File: src/rtl/decoder_pkg.sv
// rtl/decoder_pkg.sv - shared widths and skid-buffer state encoding for the one-hot decoder
package decoder_pkg;

  localparam int IN_W_DEF = 4;

  typedef enum logic [1:0] {
    EMPTY = 2'd0,
    ONE   = 2'd1,
    TWO   = 2'd2
  } skid_state_t;

  function automatic int out_width(input int in_w);
    return 1 << in_w;
  endfunction

endpackage

File: src/rtl/onehot_dec.sv
// rtl/onehot_dec.sv - combinational index-to-one-hot decode with enable gate
module onehot_dec
  import decoder_pkg::*;
#(
  parameter int IN_W  = IN_W_DEF,
  localparam int OUT_W = out_width(IN_W)
) (
  input  logic [IN_W-1:0]  idx,
  input  logic             en,
  output logic [OUT_W-1:0] onehot
);

  always_comb begin
    onehot = '0;
    if (en) begin
      onehot[idx] = 1'b1;
    end
  end

endmodule

File: src/rtl/decoder_onehot_pipe.sv
// rtl/decoder_onehot_pipe.sv - pipelined one-hot decoder with 2-entry skid buffer; DECODER_CNT_EN adds out_cnt
module decoder_onehot_pipe
  import decoder_pkg::*;
#(
  parameter int IN_W  = IN_W_DEF,
  localparam int OUT_W = out_width(IN_W)
) (
  input  logic             clk,
  input  logic             rst,
  input  logic             en,
  input  logic             in_valid,
  output logic             in_ready,
  input  logic [IN_W-1:0]  in_idx,
  output logic             out_valid,
  input  logic             out_ready,
  output logic [OUT_W-1:0] out_onehot
`ifdef DECODER_CNT_EN
  ,
  output logic [15:0]      out_cnt
`endif
);

  skid_state_t      state;
  skid_state_t      state_nxt;
  logic [OUT_W-1:0] dec_word;
  logic [OUT_W-1:0] out_q;
  logic [OUT_W-1:0] skid_q;
  logic             in_ready_q;
  logic             accept;
  logic             xfer;
  logic             load_out_dec;
  logic             load_out_skid;
  logic             load_skid;

  onehot_dec #(.IN_W(IN_W)) u_dec (
    .idx    (in_idx),
    .en     (en),
    .onehot (dec_word)
  );

  assign out_valid  = (state != EMPTY);
  assign out_onehot = out_q;
  assign in_ready   = in_ready_q;
  assign accept     = in_valid && in_ready_q;
  assign xfer       = out_valid && out_ready;

  always_comb begin
    state_nxt     = state;
    load_out_dec  = 1'b0;
    load_out_skid = 1'b0;
    load_skid     = 1'b0;
    case (state)
      EMPTY: begin
        if (accept) begin
          state_nxt    = ONE;
          load_out_dec = 1'b1;
        end
      end
      ONE: begin
        case ({accept, xfer})
          2'b10: begin
            state_nxt = TWO;
            load_skid = 1'b1;
          end
          2'b01: state_nxt = EMPTY;
          2'b11: load_out_dec = 1'b1;
          default: state_nxt = ONE;
        endcase
      end
      TWO: begin
        // The older word sits in out_q; on its transfer the skid word moves up.
        if (xfer) begin
          state_nxt     = ONE;
          load_out_skid = 1'b1;
        end
      end
      default: state_nxt = EMPTY;
    endcase
  end

  always_ff @(posedge clk) begin
    if (rst) begin
      state      <= EMPTY;
      in_ready_q <= 1'b0;
      out_q      <= '0;
      skid_q     <= '0;
    end else begin
      state      <= state_nxt;
      // Registered so in_ready never sees out_ready combinationally.
      in_ready_q <= (state_nxt != TWO);
      if (load_out_dec) begin
        out_q <= dec_word;
      end else if (load_out_skid) begin
        out_q <= skid_q;
      end
      if (load_skid) begin
        skid_q <= dec_word;
      end
    end
  end

`ifdef DECODER_CNT_EN
  logic [15:0] cnt_q;

  always_ff @(posedge clk) begin
    if (rst) begin
      cnt_q <= 16'h0000;
    end else if (xfer && (cnt_q != 16'hFFFF)) begin
      cnt_q <= cnt_q + 16'd1;
    end
  end

  assign out_cnt = cnt_q;
`endif

endmodule

File: config.mk
export PLATFORM = sky130hd
export DESIGN_NAME = decoder_onehot_pipe
export DESIGN_NICKNAME = d
export VERILOG_FILES = /design/src/rtl/decoder_pkg.sv /design/src/rtl/onehot_dec.sv /design/src/rtl/decoder_onehot_pipe.sv
export SDC_FILE = /design/constraint.sdc
export NUM_CORES = 1
export LEC_CHECK = 0
export CORE_UTILIZATION = 47
export DETAILED_ROUTE_END_ITERATION = 10
export PLACE_DENSITY_LB_ADDON = 0.08
export SYNTH_ARGS = -nofsm -noshare
export SYNTH_HDL_FRONTEND = slang
export SYNTH_SLANG_ARGS = --single-unit
File: constraint.sdc
create_clock -name clk -period 1.3 [get_ports clk]
set_input_delay 0.195 -clock clk [delete_from_list [all_inputs] [get_ports clk]]
set_output_delay 0.195 -clock clk [all_outputs]
set_load 0.01 [all_outputs]
After elaboration in Yosys (flattened, before gate mapping)
Index checks and enable logic that the tools add are counted.
Widths: inputs -> output; s select.
{"block": "op_classes", "n_reduce_logical": 6, "n_lt_le_gt_ge": 2, "mux": 16, "n_eq_ne": 6}
{"operator": "$mux 16", "count": 3}
{"operator": "$pmux 2 s3", "count": 2}
{"operator": "$mux 1", "count": 7}
{"operator": "$eq 2x2->1 const B", "count": 3}
{"operator": "$lt 4x5->1 const B", "count": 1}
{"operator": "$demux 1 s4", "count": 1}
{"operator": "$eq 2x1->1 const B", "count": 2}
{"operator": "$ge 4x1->1 const B", "count": 1}
{"operator": "$mux 2", "count": 2}
{"operator": "$reduce_bool 2->1", "count": 2}
{"operator": "$logic_and 1x1->1", "count": 3}
{"operator": "$logic_not 2->1", "count": 1}
{"operator": "$ne 2x2->1 const B", "count": 1}
{"operator": "$pmux 1 s2", "count": 1}
{"block": "totals", "word_cells": 34, "in_bits": 9, "ff_bits": 35, "out_inout_bits": 18}

Longest topological paths before layout
Gate-level depths: netlist of the first run.
{"block": "depth", "word_depth": 6, "ltp_mapped": 6, "ltp_nobuf": 4}

Cells and area by module
From an unflattened synthesis of the first run, not the netlist that was laid out.
{"block": "hier_totals", "cells_unflattened": 201, "hier_area_um2": 1560.2}
{"mod": "decoder_onehot_pipe", "instances": 1, "cells_per_inst": 178, "seq_area_each_um2": 700.7, "area_each_um2": 1442.6}
{"mod": "onehot_dec", "instances": 1, "cells_per_inst": 23, "seq_area_each_um2": 0.0, "area_each_um2": 117.6}

Worst setup path after synthesis of the first run
No wires, ideal clock.
{"block": "synth_path", "kind": "register to register", "startpoint": "register in_ready_q, in the netlist in_ready", "endpoint": "register out_q[10], in the netlist out_onehot[10]", "path_buffers": 2, "setup_ns": 0.147, "required_ns": 1.153, "slack_ns": -0.128, "path_stages_with_launch": 7, "period_less_slack_ns": 1.428, "arrival_time_ns": 1.281, "path_cell_list": "dfxtp_1 -> nand2_1 -> or3_1 -> buf_6 -> buf_6 -> a21oi_1 -> a311oi_2"}
{"block": "synth_via", "elab_chain_len": 5, "word_cells_on_any_way": 7, "classes_between": "1 x eq/ne; 4 x mux; 2 x reduce/logical"}
{"item": "from (decl)", "line": "decoder_onehot_pipe.sv:28", "text": "logic in_ready_q;"}
{"item": "from (signal assigned)", "line": "decoder_onehot_pipe.sv:90", "text": "in_ready_q <= (state_nxt != TWO);"}
{"item": "$logic_and 1x1->1 (*)", "line": "decoder_onehot_pipe.sv:44", "text": "assign accept = in_valid && in_ready_q;"}
{"item": "$eq 2x2->1", "line": "decoder_onehot_pipe.sv:60", "text": "case ({accept, xfer})"}
{"item": "$mux 1", "line": "decoder_onehot_pipe.sv:60"}
{"item": "$pmux 1 s2 (*)", "line": "decoder_onehot_pipe.sv:52", "text": "case (state)"}
{"item": "$mux 16 / $reduce_bool 2->1 (equally long branches)"}
{"item": "to (signal assigned)", "line": "decoder_onehot_pipe.sv:92", "text": "out_q <= dec_word;"}
{"item": "to (signal assigned)", "line": "decoder_onehot_pipe.sv:94", "text": "out_q <= skid_q;"}
{"item": "to (decl)", "line": "decoder_onehot_pipe.sv:26", "text": "logic [OUT_W-1:0] out_q;"}
Every way passes the cells marked *; elsewhere a longest branch is shown, timed or not.
A chain may end at the register's enable or synchronous reset.

Worst setup path after layout of the first run
{"block": "layout_path", "startpoint": "input port in_valid", "endpoint": "register out_q[5], in the netlist out_onehot[5]"}
{"block": "layout_via", "elab_chain_len": 5, "word_cells_on_any_way": 7, "classes_between": "1 x eq/ne; 4 x mux; 2 x reduce/logical"}
{"item": "from (decl)", "line": "decoder_onehot_pipe.sv:11", "text": "input logic in_valid,"}
{"item": "$logic_and 1x1->1 (*)", "line": "decoder_onehot_pipe.sv:44"}
{"item": "$eq 2x2->1", "line": "decoder_onehot_pipe.sv:60"}
{"item": "$mux 1", "line": "decoder_onehot_pipe.sv:60"}
{"item": "$pmux 1 s2 (*)", "line": "decoder_onehot_pipe.sv:52"}
{"item": "$mux 16 / $reduce_bool 2->1 (equally long branches)"}
Marked as above.

==> results.sh, run 1 <==
export IMPL_clkLatencyLatePin_ns=0.35
export IMPL_gp_congestion=0.7872
export IMPL_worstPathRequired_ns=1.54
export IMPL_worst_slew_pin_slew_ns=0.2632
export IMPL_hold_buffers=0
export IMPL_slew_viol_final=0
export IMPL_clock_sinks=35
export IMPL_power_density_mw_per_mm2=919.4
export IMPL_ctsLongestPathBuffers=2
export IMPL_hold_start="skid_q[13]"
export IMPL_final_core_util_pct=67.48
export IMPL_final_cell_mix="55 x nand2_1, 32 x dfxtp_1, 17 x a21oi_1, 16 x dlygate4sd2_1"
export IMPL_vias=1553
export IMPL_synth_fp_nets=210
export IMPL_power_total_mw=2.103
export IMPL_drt_iter0_drc=47
export IMPL_final_instance_count_excl_fill=287
export IMPL_hold_slack_ns=0.4628
export IMPL_first_global_vias=1360
export IMPL_critical_path_class="in2reg"
export IMPL_period_needed_ns=1.362
export IMPL_wl_um=3974
export IMPL_worstHoldPathType="reg2reg"
export IMPL_nNetsFinal=249
export IMPL_via_per_inst=5.411
export IMPL_status="finished with violations"
export IMPL_antenna_found_initial=0
export IMPL_crit_path_end_kind="register"
export IMPL_cts_tree="done"
export IMPL_portBuffers=26
export IMPL_drive_gt1_share_pct=31.12
export IMPL_clk_pin_slew_ns=0.11
export IMPL_min_delay_path_depth=2
export IMPL_critPathLaunchType="input pin"
export IMPL_placedInstanceArea_mm2=0.002148
export IMPL_maxSlewHeadroom_pct=82.39
export IMPL_worstReg2RegStart="state[0]"
export IMPL_grt_pass1_wl_um=6223
export IMPL_maxCapViolations=0
export IMPL_dp_hpwl_um=2671
export IMPL_synth_area_mm2=0.001690
export IMPL_die_y_um=61.97
export IMPL_violations="negative setup slack"
export IMPL_die_x_um=61.97
export IMPL_grt_usage_pct=22.91
export IMPL_fillCellCount=284
export IMPL_synth_seq_cells=35
export IMPL_final_common_cell="nand2_1"
export IMPL_routedWlPerCell_um=13.85
export IMPL_grt_max_degree=36
export IMPL_drt_pass1_iterations=4
export IMPL_crit_arrival_ns=1.60
export IMPL_synth_seq_area_share_pct=41.45
export IMPL_initial_core_util_pct=49.87
export IMPL_p_leak_nw=0.8318
export IMPL_hold_violations=0
export IMPL_path_max_fanout=17
export IMPL_synth_area_leaders="dfxtp_1 41%, a311oi_2 14%, nand2_1 13%"
export IMPL_pre_cts_ws_ns=-0.5262
export IMPL_rrSetupSlack_ns=-0.06
export IMPL_tns_ns=-0.6029
export IMPL_cts_buffers=5
export IMPL_yosys_area_top_type="dfxtp_1"
export IMPL_globalRouteOverflowTotal=0
export IMPL_syn_instance_count=201
export IMPL_peakVddDrop_mv=0.7381
export IMPL_clock_skew_ns=0.01352
export IMPL_yosys_warnings=0
export IMPL_row_count=21
export IMPL_rsz0062_at_grt="true"
export IMPL_reg2reg_to="out_onehot[5]"
export IMPL_dp_cells=278
export IMPL_synth_cell_types=30
export IMPL_ant_nets=0
export IMPL_root_buffer="clkbuf_4"
export IMPL_drc=0
export IMPL_io_pins=27
export IMPL_design_core_area_mm2=0.003390
export IMPL_setup_violations=28
export IMPL_fin_crit_sh_pct=104.8
export IMPL_min_to="skid_q[13]"
export IMPL_avgSynthCellArea_um2=8.410
export IMPL_yosys_area_top_type_share_pct=41.45
export IMPL_synthToLayoutAreaGrowth_pct=35.31
export IMPL_rr_worst_depth=5
export IMPL_htreeDepth=2
export IMPL_dieArea_mm2=0.003840
export IMPL_finalWorstSetupSlack_ns=-0.06222
export IMPL_max_freq_mhz=734.1
export IMPL_antenna_cells=0
export IMPL_fin_area_mm2=0.002287
## flip-flops by register name, summed over array words and instances, names as in the netlist
| name | count |
|---|---|
| out_onehot | 16 |
| skid_q | 16 |
| state | 2 |
| in_ready | 1 |
## critical path, stage by stage
cell	delay (ns)
clkdlybuf4s50_1	0.50
nand2_2	0.10
or3_4	0.42
buf_12	0.18
a31oi_4	0.15
a311oi_2	0.06
## report_power, final
part	switching (mW)	internal (mW)
clock network	0.371	0.211
logic	0.202	0.188
registers	0.0216	1.11
total	0.594	1.51
## worst max path at each step
stage / end / startpoint / slack, ns
finish: out_onehot[5] / in_valid / -0.06
floorplan: out_onehot[15] / in_ready / -0.06
detailed placement: out_onehot[5] / in_valid / -0.53
CTS: out_onehot[14] / state[0] / -0.07
global placement: out_onehot[5] / in_valid / -0.48
global route: out_onehot[5] / state[0] / -0.10
## cells in the mapped netlist
cell      instances
nand2_1          57
nor2_4            1
nand3b_1          1
buf_6             3
inv_1             1
nor2_1           16
nor3b_2           1
and3_1            1
or3_1             2
a21oi_1          25
nand2b_1          3
buf_2             5
mux2i_1           1
nor3_2            1
o22a_1            1
buf_8             1
nand3_1           9
nor2b_1           4
and3b_1           1
or2_1             1
mux2_2            1
or2_2             1
a31oi_1           2
nand4b_1          1
nand2b_2          1
buf_4             1
clkbuf_1          6
nand4_1           2
dfxtp_1          35
a311oi_2         16
## kinds of logic (layout without fill, tap and decap cells)
kind of cell	Yosys count	in the layout	synth area share (%)
flops	35	35	41.45
compound gates	44	44	22.87
mux	2	2	1.258
simple gates	103	103	28.05
buf+inv	17	57	6.365
## final cells by class
cell class	count	area, um^2	share of cell area (%)
clock buffer	7	45.04	1.969
clock inverter	1	5.005	0.2188
inverter	1	3.754	0.1641
multi-input combinational	149	1001	43.76
sequential	35	706.9	30.91
tap	46	57.56	2.516
timing repair buffer	48	467.9	20.46
## routing by layer
metal  up-vias  wire length, um  global-route usage [%]
met1       731             1850                   27.95
met2        39             1893                   37.99
li1        777                -                       -
met4         0               74                   10.48
met5         -                0                       0
met3         6              155                   5.590
## repair_timing
item                       CTS  global route
pin swaps                    0             1
setup endpoints to repair   46            34
setup buffers                0             1
gates resized for setup     30            13
gates cloned                 0             0
Power figures use the tool's default switching activity.
==> inputs of run 2 (changes only) <==
--- a/config.mk
+++ b/config.mk
@@ -5,7 +5,11 @@
 export SDC_FILE = /design/constraint.sdc
 export NUM_CORES = 1
 export LEC_CHECK = 0
-export CORE_UTILIZATION = 47
+export ABC_AREA = 1
+export ABC_CLOCK_PERIOD_IN_PS = 1300
+export CELL_PAD_IN_SITES_DETAIL_PLACEMENT = 2
+export CELL_PAD_IN_SITES_GLOBAL_PLACEMENT = 2
+export CORE_UTILIZATION = 27
 export DETAILED_ROUTE_END_ITERATION = 10
 export PLACE_DENSITY_LB_ADDON = 0.08
 export SYNTH_ARGS = -nofsm -noshare
==> results.sh, run 2 <==
export IMPL_yosys_area_top_type_share_pct=40.26
export IMPL_nNetsFinal=283
export IMPL_initial_core_util_pct=28.72
export IMPL_period_needed_ns=1.221
export IMPL_fin_area_mm2=0.002372
export IMPL_synth_main_ff_cell="dfxtp_1"
export IMPL_syn_instance_count=231
export IMPL_grt_max_degree=19
export IMPL_p_leak_nw=1.083
export IMPL_synthToLayoutAreaGrowth_pct=36.31
export IMPL_tns_ns=0
export IMPL_design_core_area_mm2=0.006061
export IMPL_clock_skew_ns=0.004343
export IMPL_hold_buffers=0
export IMPL_worst_slew_pin_slew_ns=0.2910
export IMPL_crit_top_cell="nand2_1"
export IMPL_yosys_warnings=0
export IMPL_hold_slack_ns=0.4452
export IMPL_vias=1722
export IMPL_path_delay_family="simple AND/OR/NAND/NOR gates"
export IMPL_critical_path_class="reg2reg"
export IMPL_peakVddDrop_mv=0.4302
export IMPL_slew_viol_final=0
export IMPL_drc=0
export IMPL_root_buffer="clkbuf_8"
export IMPL_synth_area_leaders="dfxtp_1 40%, nand2_1 14%, nand3_1 12%"
export IMPL_worstHoldPathType="in2reg"
export IMPL_async_flop_share_pct=0
export IMPL_yosysMostFrequentCell="nand2_1"
export IMPL_fin_crit_sh_pct=93.95
export IMPL_max_freq_mhz=818.8
export IMPL_portBuffers=26
export IMPL_via_per_inst=4.934
export IMPL_fillCellCount=731
export IMPL_synth_seq_area_share_pct=40.26
export IMPL_max_stage_delay_ns=0.33
export IMPL_htreeDepth=2
export IMPL_setup_violations=0
export IMPL_avgSynthCellArea_um2=7.534
export IMPL_path_max_fanout=8
export IMPL_status="finished, final reports clean"
export IMPL_crit_path_end_kind="register"
export IMPL_finalWorstSetupSlack_ns=0.07867
export IMPL_synth_area_mm2=0.001740
export IMPL_regArea_um2=704.4
export IMPL_crit_slowest_cell="dfxtp_2"
export IMPL_first_global_vias=1833
export IMPL_cts_tree="done"
export IMPL_die_x_um=82.29
export IMPL_antenna_found_initial=0
export IMPL_antenna_cells=0
export IMPL_synth_fp_nets=240
export IMPL_rrSetupSlack_ns=0.08
export IMPL_wl_um=5712
export IMPL_cp_buffers_inverters=2
export IMPL_multi_input_area_um2=908.4
export IMPL_path_cells="buf_6 -> nor2_4 -> buf_12 -> nand3_1 -> nand2_1 -> nand2_1 -> a21oi_2"
export IMPL_grt_usage_pct=18.58
export IMPL_cts_buffers=5
export IMPL_synth_edf_count=0
export IMPL_yosys_area_top_type="dfxtp_1"
export IMPL_drive_gt1_share_pct=25.18
export IMPL_die_y_um=82.29
export IMPL_globalRouteOverflowTotal=0
export IMPL_maxSlewHeadroom_pct=80.60
export IMPL_crit_arrival_ns=1.44
export IMPL_grt_pass1_wl_um=9190
export IMPL_critPathLaunchType="register"
export IMPL_met1_usage_pct=23.20
export IMPL_placedInstanceArea_mm2=0.002220
export IMPL_power_density_mw_per_mm2=998.8
export IMPL_row_count=28
export IMPL_ant_nets=0
export IMPL_maxCapViolations=0
export IMPL_dp_hpwl_um=4066
export IMPL_use_met2_pct=31.49
export IMPL_routedWlPerCell_um=16.37
export IMPL_pre_cts_ws_ns=-0.2822
export IMPL_drt_pass1_iterations=4
export IMPL_met3_usage_pct=4.286
export IMPL_clock_sinks=35
export IMPL_gp_congestion=0.7007
export IMPL_hold_violations=0
export IMPL_clk_pin_slew_ns=0.07
export IMPL_io_pins=27
export IMPL_synth_cell_types=19
export IMPL_worstPathRequired_ns=1.52
export IMPL_synth_commonest_cells="63 x nand2_1, 42 x nand3_1, 35 x dfxtp_1"
export IMPL_dieArea_mm2=0.006771
export IMPL_final_common_cell="nand2_1"
export IMPL_grt_busiest_layer="met2"
export IMPL_final_cell_mix="61 x nand2_1, 40 x nand3_1, 32 x dfxtp_1, 19 x a21oi_1, 17 x dlygate4sd2_1"
export IMPL_rsz0062_at_grt="true"
export IMPL_drt_iter0_drc=46
export IMPL_power_total_mw=2.369
export IMPL_ctsLongestPathBuffers=2
export IMPL_clkLatencyLatePin_ns=0.29
export IMPL_synth_seq_cells=35
## run 2: cell types whose count changed in the layout (fill, tap and decap cells not counted), sizes merged, moves of 8 or more
cell / previous run / this run
a21oi: 25 / 33
inv: 1 / 10
o21ai: 0 / 16
a311oi: 16 / 0
nand2: 57 / 66
nand3: 9 / 43
## run 2: path summary, 6_finish.rpt
path             startpoint              to  cells past startpoint
max                state[0]   out_onehot[8]                      7
min               in_idx[0]      skid_q[15]                      5
max reg2reg        state[0]   out_onehot[8]                      7
min reg2reg  out_onehot[10]  out_onehot[10]                      2
## run 2: stage by stage
stage | instances | util, %
after global placement | 340 | 36.62
after CTS | 347 | 37.74
after floorplan | 231 | -
after global routing | 349 | 39.14
final | 349 | 39.14
after detailed placement | 340 | 36.62
## run 2: cells by family after synthesis
family | count (synthesis) | share of synthesized area [%]
AOI/OAI and AO/OA | 49 | 16.46
DFF | 35 | 40.26
buffers and inverters | 25 | 9.201
and+or+nand+nor | 122 | 34.08
## run 2: routing by layer
metal | routed length [um] | share of wire (%)
met5 | 0 | 0
met3 | 132 | 2.3
met1 | 2796 | 49
met2 | 2729 | 48
met4 | 53 | 0.93
## run 2: what timing repair did
item	4_1_cts	5_1_grt
gates cloned	0	1
pin swaps	0	8
gates resized for setup	20	17
setup buffers	0	1
endpoints found under the setup margin	18	21
## run 2: worst register-to-register path: stages (launching register included)
cell and delay, ns:
dfxtp_2 0.33, buf_6 0.12, nor2_4 0.20, buf_12 0.17, nand3_1 0.09, nand2_1 0.08, nand2_1 0.06, a21oi_2 0.11
## run 2: where the power goes
part | total, mW | switching, mW | internal, mW
clock network | 0.816 | 0.400 | 0.416
logic | 0.412 | 0.227 | 0.184
registers | 1.14 | 0.0240 | 1.12
## run 2: final cells by class
type	instances	area share (%)
multi-input combinational	171	38.29
sequential	35	29.69
timing repair buffer	51	22.68
tap	75	3.956
clock buffer	6	3.481
inverter	10	1.688
clock inverter	1	0.2110
